File: src/rtl/acc_framer.sv
// Store-and-forward framer: buffers whole frames, then emits len followed by exactly len bytes.
// Optional frame/byte statistics outputs are enabled by defining ACC_FRAMER_STATS_EN.
module acc_framer #(
    parameter int unsigned DEPTH   = 256,
    parameter int unsigned LDEPTH  = 4,
    parameter int unsigned MAX_LEN = 255
) (
    input  logic        CLK,
    input  logic        RST_N,
    input  logic [7:0]  in_data,
    input  logic        in_last,
    input  logic        in_en,
    output logic        in_rdy,
    output logic [7:0]  len_value,
    output logic        len_en,
    input  logic        len_rdy,
    output logic [7:0]  din_value,
    output logic        din_en,
    input  logic        din_rdy
`ifdef ACC_FRAMER_STATS_EN
    ,
    output logic [15:0] frame_cnt,
    output logic [31:0] byte_cnt
`endif
);
    localparam int unsigned AW  = $clog2(DEPTH);
    localparam int unsigned LAW = $clog2(LDEPTH);

    typedef enum logic [1:0] {StIdle, StLen, StData} state_e;

    state_e          state_q, state_d;
    logic [7:0]      rem_q, rem_d;
    logic [7:0]      part_q;

    logic [7:0]      dmem [DEPTH];
    logic [AW-1:0]   dwptr_q, drptr_q;
    logic [AW:0]     dcnt_q;

    logic [7:0]      lmem [LDEPTH];
    logic [LAW-1:0]  lwptr_q, lrptr_q;
    logic [LAW:0]    lcnt_q;

    logic            accept, close;
    logic            dfull, lfull;

    assign dfull  = (dcnt_q == (AW + 1)'(DEPTH));
    assign lfull  = (lcnt_q == (LAW + 1)'(LDEPTH));
    assign in_rdy = RST_N & !dfull & !lfull;
    assign accept = in_en & in_rdy;
    // Auto-close at MAX_LEN regardless of in_last, so no frame can exceed the length field.
    assign close  = accept & (in_last | ((part_q + 8'd1) == 8'(MAX_LEN)));

    always_ff @(posedge CLK) begin
        if (accept) dmem[dwptr_q] <= in_data;
        if (close) lmem[lwptr_q] <= part_q + 8'd1;
    end

    always_ff @(posedge CLK) begin
        if (!RST_N) begin
            dwptr_q <= '0;
            drptr_q <= '0;
            dcnt_q  <= '0;
            lwptr_q <= '0;
            lrptr_q <= '0;
            lcnt_q  <= '0;
            part_q  <= '0;
            state_q <= StIdle;
            rem_q   <= '0;
        end else begin
            state_q <= state_d;
            rem_q   <= rem_d;
            if (accept) begin
                dwptr_q <= dwptr_q + 1'b1;
                part_q  <= close ? 8'd0 : part_q + 8'd1;
            end
            if (din_en) drptr_q <= drptr_q + 1'b1;
            case ({accept, din_en})
                2'b10:   dcnt_q <= dcnt_q + 1'b1;
                2'b01:   dcnt_q <= dcnt_q - 1'b1;
                default: ;
            endcase
            if (close) lwptr_q <= lwptr_q + 1'b1;
            if (len_en) lrptr_q <= lrptr_q + 1'b1;
            case ({close, len_en})
                2'b10:   lcnt_q <= lcnt_q + 1'b1;
                2'b01:   lcnt_q <= lcnt_q - 1'b1;
                default: ;
            endcase
        end
    end

    always_comb begin
        state_d   = state_q;
        rem_d     = rem_q;
        len_en    = 1'b0;
        din_en    = 1'b0;
        len_value = 8'd0;
        din_value = 8'd0;
        case (state_q)
            StIdle: begin
                if (lcnt_q != '0) state_d = StLen;
            end
            StLen: begin
                len_value = lmem[lrptr_q];
                len_en    = len_rdy & RST_N;
                if (len_en) begin
                    rem_d   = lmem[lrptr_q];
                    state_d = StData;
                end
            end
            StData: begin
                // Whole frame is already buffered, so the data FIFO cannot run dry here.
                din_value = dmem[drptr_q];
                din_en    = din_rdy & RST_N;
                if (din_en) begin
                    rem_d = rem_q - 8'd1;
                    if (rem_q == 8'd1) state_d = (lcnt_q != '0) ? StLen : StIdle;
                end
            end
            default: state_d = StIdle;
        endcase
    end

`ifdef ACC_FRAMER_STATS_EN
    always_ff @(posedge CLK) begin
        if (!RST_N) begin
            frame_cnt <= '0;
            byte_cnt  <= '0;
        end else begin
            if (len_en) frame_cnt <= frame_cnt + 16'd1;
            if (din_en) byte_cnt <= byte_cnt + 32'd1;
        end
    end
`endif

endmodule

File: config.mk
export PLATFORM = sky130hd
export DESIGN_NAME = acc_framer
export DESIGN_NICKNAME = d
export VERILOG_FILES = /design/src/rtl/acc_framer.sv
export SDC_FILE = /design/constraint.sdc
export NUM_CORES = 2
export LEC_CHECK = 0
export BUFFER_PORTS_ARGS = -buffer_cell sky130_fd_sc_hd__buf_2
export CAP_MARGIN = 0
export CORE_ASPECT_RATIO = 1.1
export CORE_UTILIZATION = 60
export DETAILED_ROUTE_END_ITERATION = 10
export PLACE_DENSITY = 0.76
export SLEW_MARGIN = 10
export SYNTH_ARGS = -nofsm -noshare
export SYNTH_HDL_FRONTEND = slang
export SYNTH_SLANG_ARGS = --single-unit
File: constraint.sdc
create_clock -name CLK -period 5.45 [get_ports CLK]
set_clock_uncertainty 0.1 [all_clocks]
set_input_delay 0.8175 -clock CLK [delete_from_list [all_inputs] [get_ports CLK]]
set_output_delay 0.8175 -clock CLK [all_outputs]
set_load 0.01 [all_outputs]
==> out/results.ini <==
[timing]
fmax_mhz=187
rsz0062_at_grt=false
slew_headroom_pct=15.4
drv_slew=0
setup_tns_ns=0
timing_hold_violations_final=0
layout_min_cycle_time_ns=5.35
worst_pin_slew_ns=1.27
setup-violations-final=0
post-route-period-util_pct=98.2

[yosys]
synthCells=4126
yosys.area_share.simple_pct=3.32
synth_seq_area_share_pct=76.5
synth_top_family_by_area=multiplexers
syn-num-nets=4158
synth_adder_area_share_pct=0.280
synth-xor-area-share_pct=0.316
yosys_register_bits=2140
syn_area_um2=83200
ys_top_cells_by_area=edfxtp_1 (75%), mux4_2 (12%), mux2i_1 (1.9%)
synthFlopType=edfxtp_1
synth-compound-area-share_pct=3.78
synth_most_common_cell=edfxtp_1
synth_warnings=0
avgSynthCellArea_um2=20.2
synth-edff-count=2080
synthMuxAreaShare_pct=14.0
synth.top_cells.by_count=edfxtp_1 (2,080), mux4_2 (432), nor2_1 (300)
synth_top_cell_area_share_pct=75.1
synthDistinctLibCells=66
post-synth-top-area-cell=edfxtp_1
ys_async_sr_fraction_pct=0

[cts]
cts_buffers=199
cts_num_sinks=2140
cts.hold.buffers_added=0
htreeDepth=4
clkTransAtPathRegs_ns=0.07
insertion_delay_ns=0.84
cts.path.max_buffers=3
root_buffer=clkbuf_16
cts_tree=done

[routing]
drt_pass1_iterations=6
remaining_drc_errors=0
via_per_inst=6.74
finalWirelength_mm=191
ant_nets=0
wl_per_cell_um=31.0
vias=41622
drt_iter0_drc=5804

[finish]
final_util_pct=67.1
regArea_um2=63700
area_growth_pct=10.4
final_area_um2=91800
fill_cells=8425
final_nets=4232
layoutNonFillerInstCount=6172
antenna_cells=0
drive_gt1_share_pct=20.5
multi_input_area_um2=18100

[critical_path]
worst-r2r-setup-slack_ns=1.39
cp_data_required_time_ns=4.53
cp_data_arrival_time_ns=4.43
cp-end-kind=output port
cp_max_fo=54
r2r-start=dcnt_q[2]
startpoint_type=flip-flop
worstSetupPathType=reg -> out

[global_route]
grt_pass1_wl_mm=280
grtUsageTotal_pct=27.8
grt_max_degree=160
grt_pass1_vias=41775
grt_antenna_before_repair=6
grt_remaining_overflow=0

[die]
initial_core_util_pct=60.8
io_pins=33
die_area_um2=140000
rows=142
fp.dieH_um=393
coreArea_um2=137000
die_w_um=357

[placement]
dp.cells=5798
dpl-instance-area_um2=85300
port_buffers=32
dpl.hpwl_mm=111
gp_congestion=0.891

[power]
power_density_nw_per_um2=351
leakage_nw=27.4
total_power_mw=32.2
ir_drop_v=0.000392

[flow_run]
cap_violations=0

[hold_path]
min-delay-start=len_rdy
min_path_type=in -> reg

[run_status]
outcome=completed

-- cell families after synthesis --
group           Yosys count
fa+ha+maj                18
simple gates            606
compound gates          437
xor+xnor                 30
buf+inv                 274
flops                  2140
mux                     621
-- through the flow --
step | setup slack, ns | hold slack [ns]
after CTS | 0.0642 | 0.144
after global placement | 1.04 | 0.363
final | 0.100 | 0.194
after detailed placement | 1.01 | 0.368
after floorplan | 1.04 | 0.344
after global routing | 0.0319 | 0.184
-- where the power goes --
group          leakage, nW  total (mW)  internal [mW]  switching, mW
clock network         3.16        13.7           7.68           6.00
registers             19.2        18.1           18.0         0.0151
logic                 5.08       0.504          0.114          0.390
total                 27.4        32.2           25.8           6.40
-- flip-flops by register name, indices dropped and copies added (netlist names), 3 cells and up, named ones only --
register and count:
dmem 2048, lmem 32, dcnt_q 9, drptr_q 8, dwptr_q 8, part_q 8
rem_q 8, lcnt_q 3
-- layout by cell type, fill, tap and decap left out, types with 6 or more instances in the layout --
cell / count
o211ai_1: 17
mux4_2: 432
buf_2: 24
xor2_1: 20
o221ai_1: 64
and4_1: 10
clkbuf_8: 9
a211o_1: 9
o22a_1: 8
nand4_1: 24
clkbuf_16: 203
a221oi_1: 16
nor2b_1: 10
nor3_1: 7
a211oi_1: 25
clkinv_1: 50
clkbuf_1: 38
and2_1: 16
a22oi_1: 115
nand2b_1: 15
a22o_1: 33
nand2_1: 84
inv_1: 18
edfxtp_1: 2080
a21oi_1: 100
or3_1: 6
dfxtp_1: 56
bufinv_16: 18
clkinv_2: 46
nor2_1: 298
mux2_2: 31
nand3_1: 102
mux2i_1: 158
xnor2_1: 10
buf_12: 26
ha_1: 17
o21ai_0: 17
a31oi_1: 19
buf_4: 66
-- cell type report --
type                       count  area share, %
clock buffer                 241           5.68
inverter                      21         0.0859
timing repair buffer         126           1.40
multi-input combinational   1712           19.7
tap                         1800           2.45
sequential                  2140           69.4
clock inverter               132           1.31
-- what timing repair did --
item / in CTS / in global routing
endpoints found under the setup margin: 0 / 2
setup buffers: 0 / 1
resized for setup: 0 / 1
-- critical path, stage by stage (launching register included) --
cell and delay, ns:
dfxtp_4 0.52, buf_4 0.69, mux4_2 0.41, a22oi_1 0.37
nand3_1 0.15, and4_1 0.31, a31oi_1 0.42, nand3_1 0.36
buf_2 0.25
-- layer usage --
layer	wire length, µm	global-route usage [%]
met5	13	0
met4	7550	10.6
met3	18600	5.59
met2	93900	44.4
met1	71200	38.2
-- final timing paths --
| kind | to | cells after the start |
|---|---|---|
| worst max-delay path | din_value[4] | 8 |
| worst max register to register | dcnt_q[6] | 13 |
| worst min-delay path | state_q[0] | 4 |
| worst min register to register | dcnt_q[8] | 2 |
No activity file was read; power rests on OpenSTA's default activity.
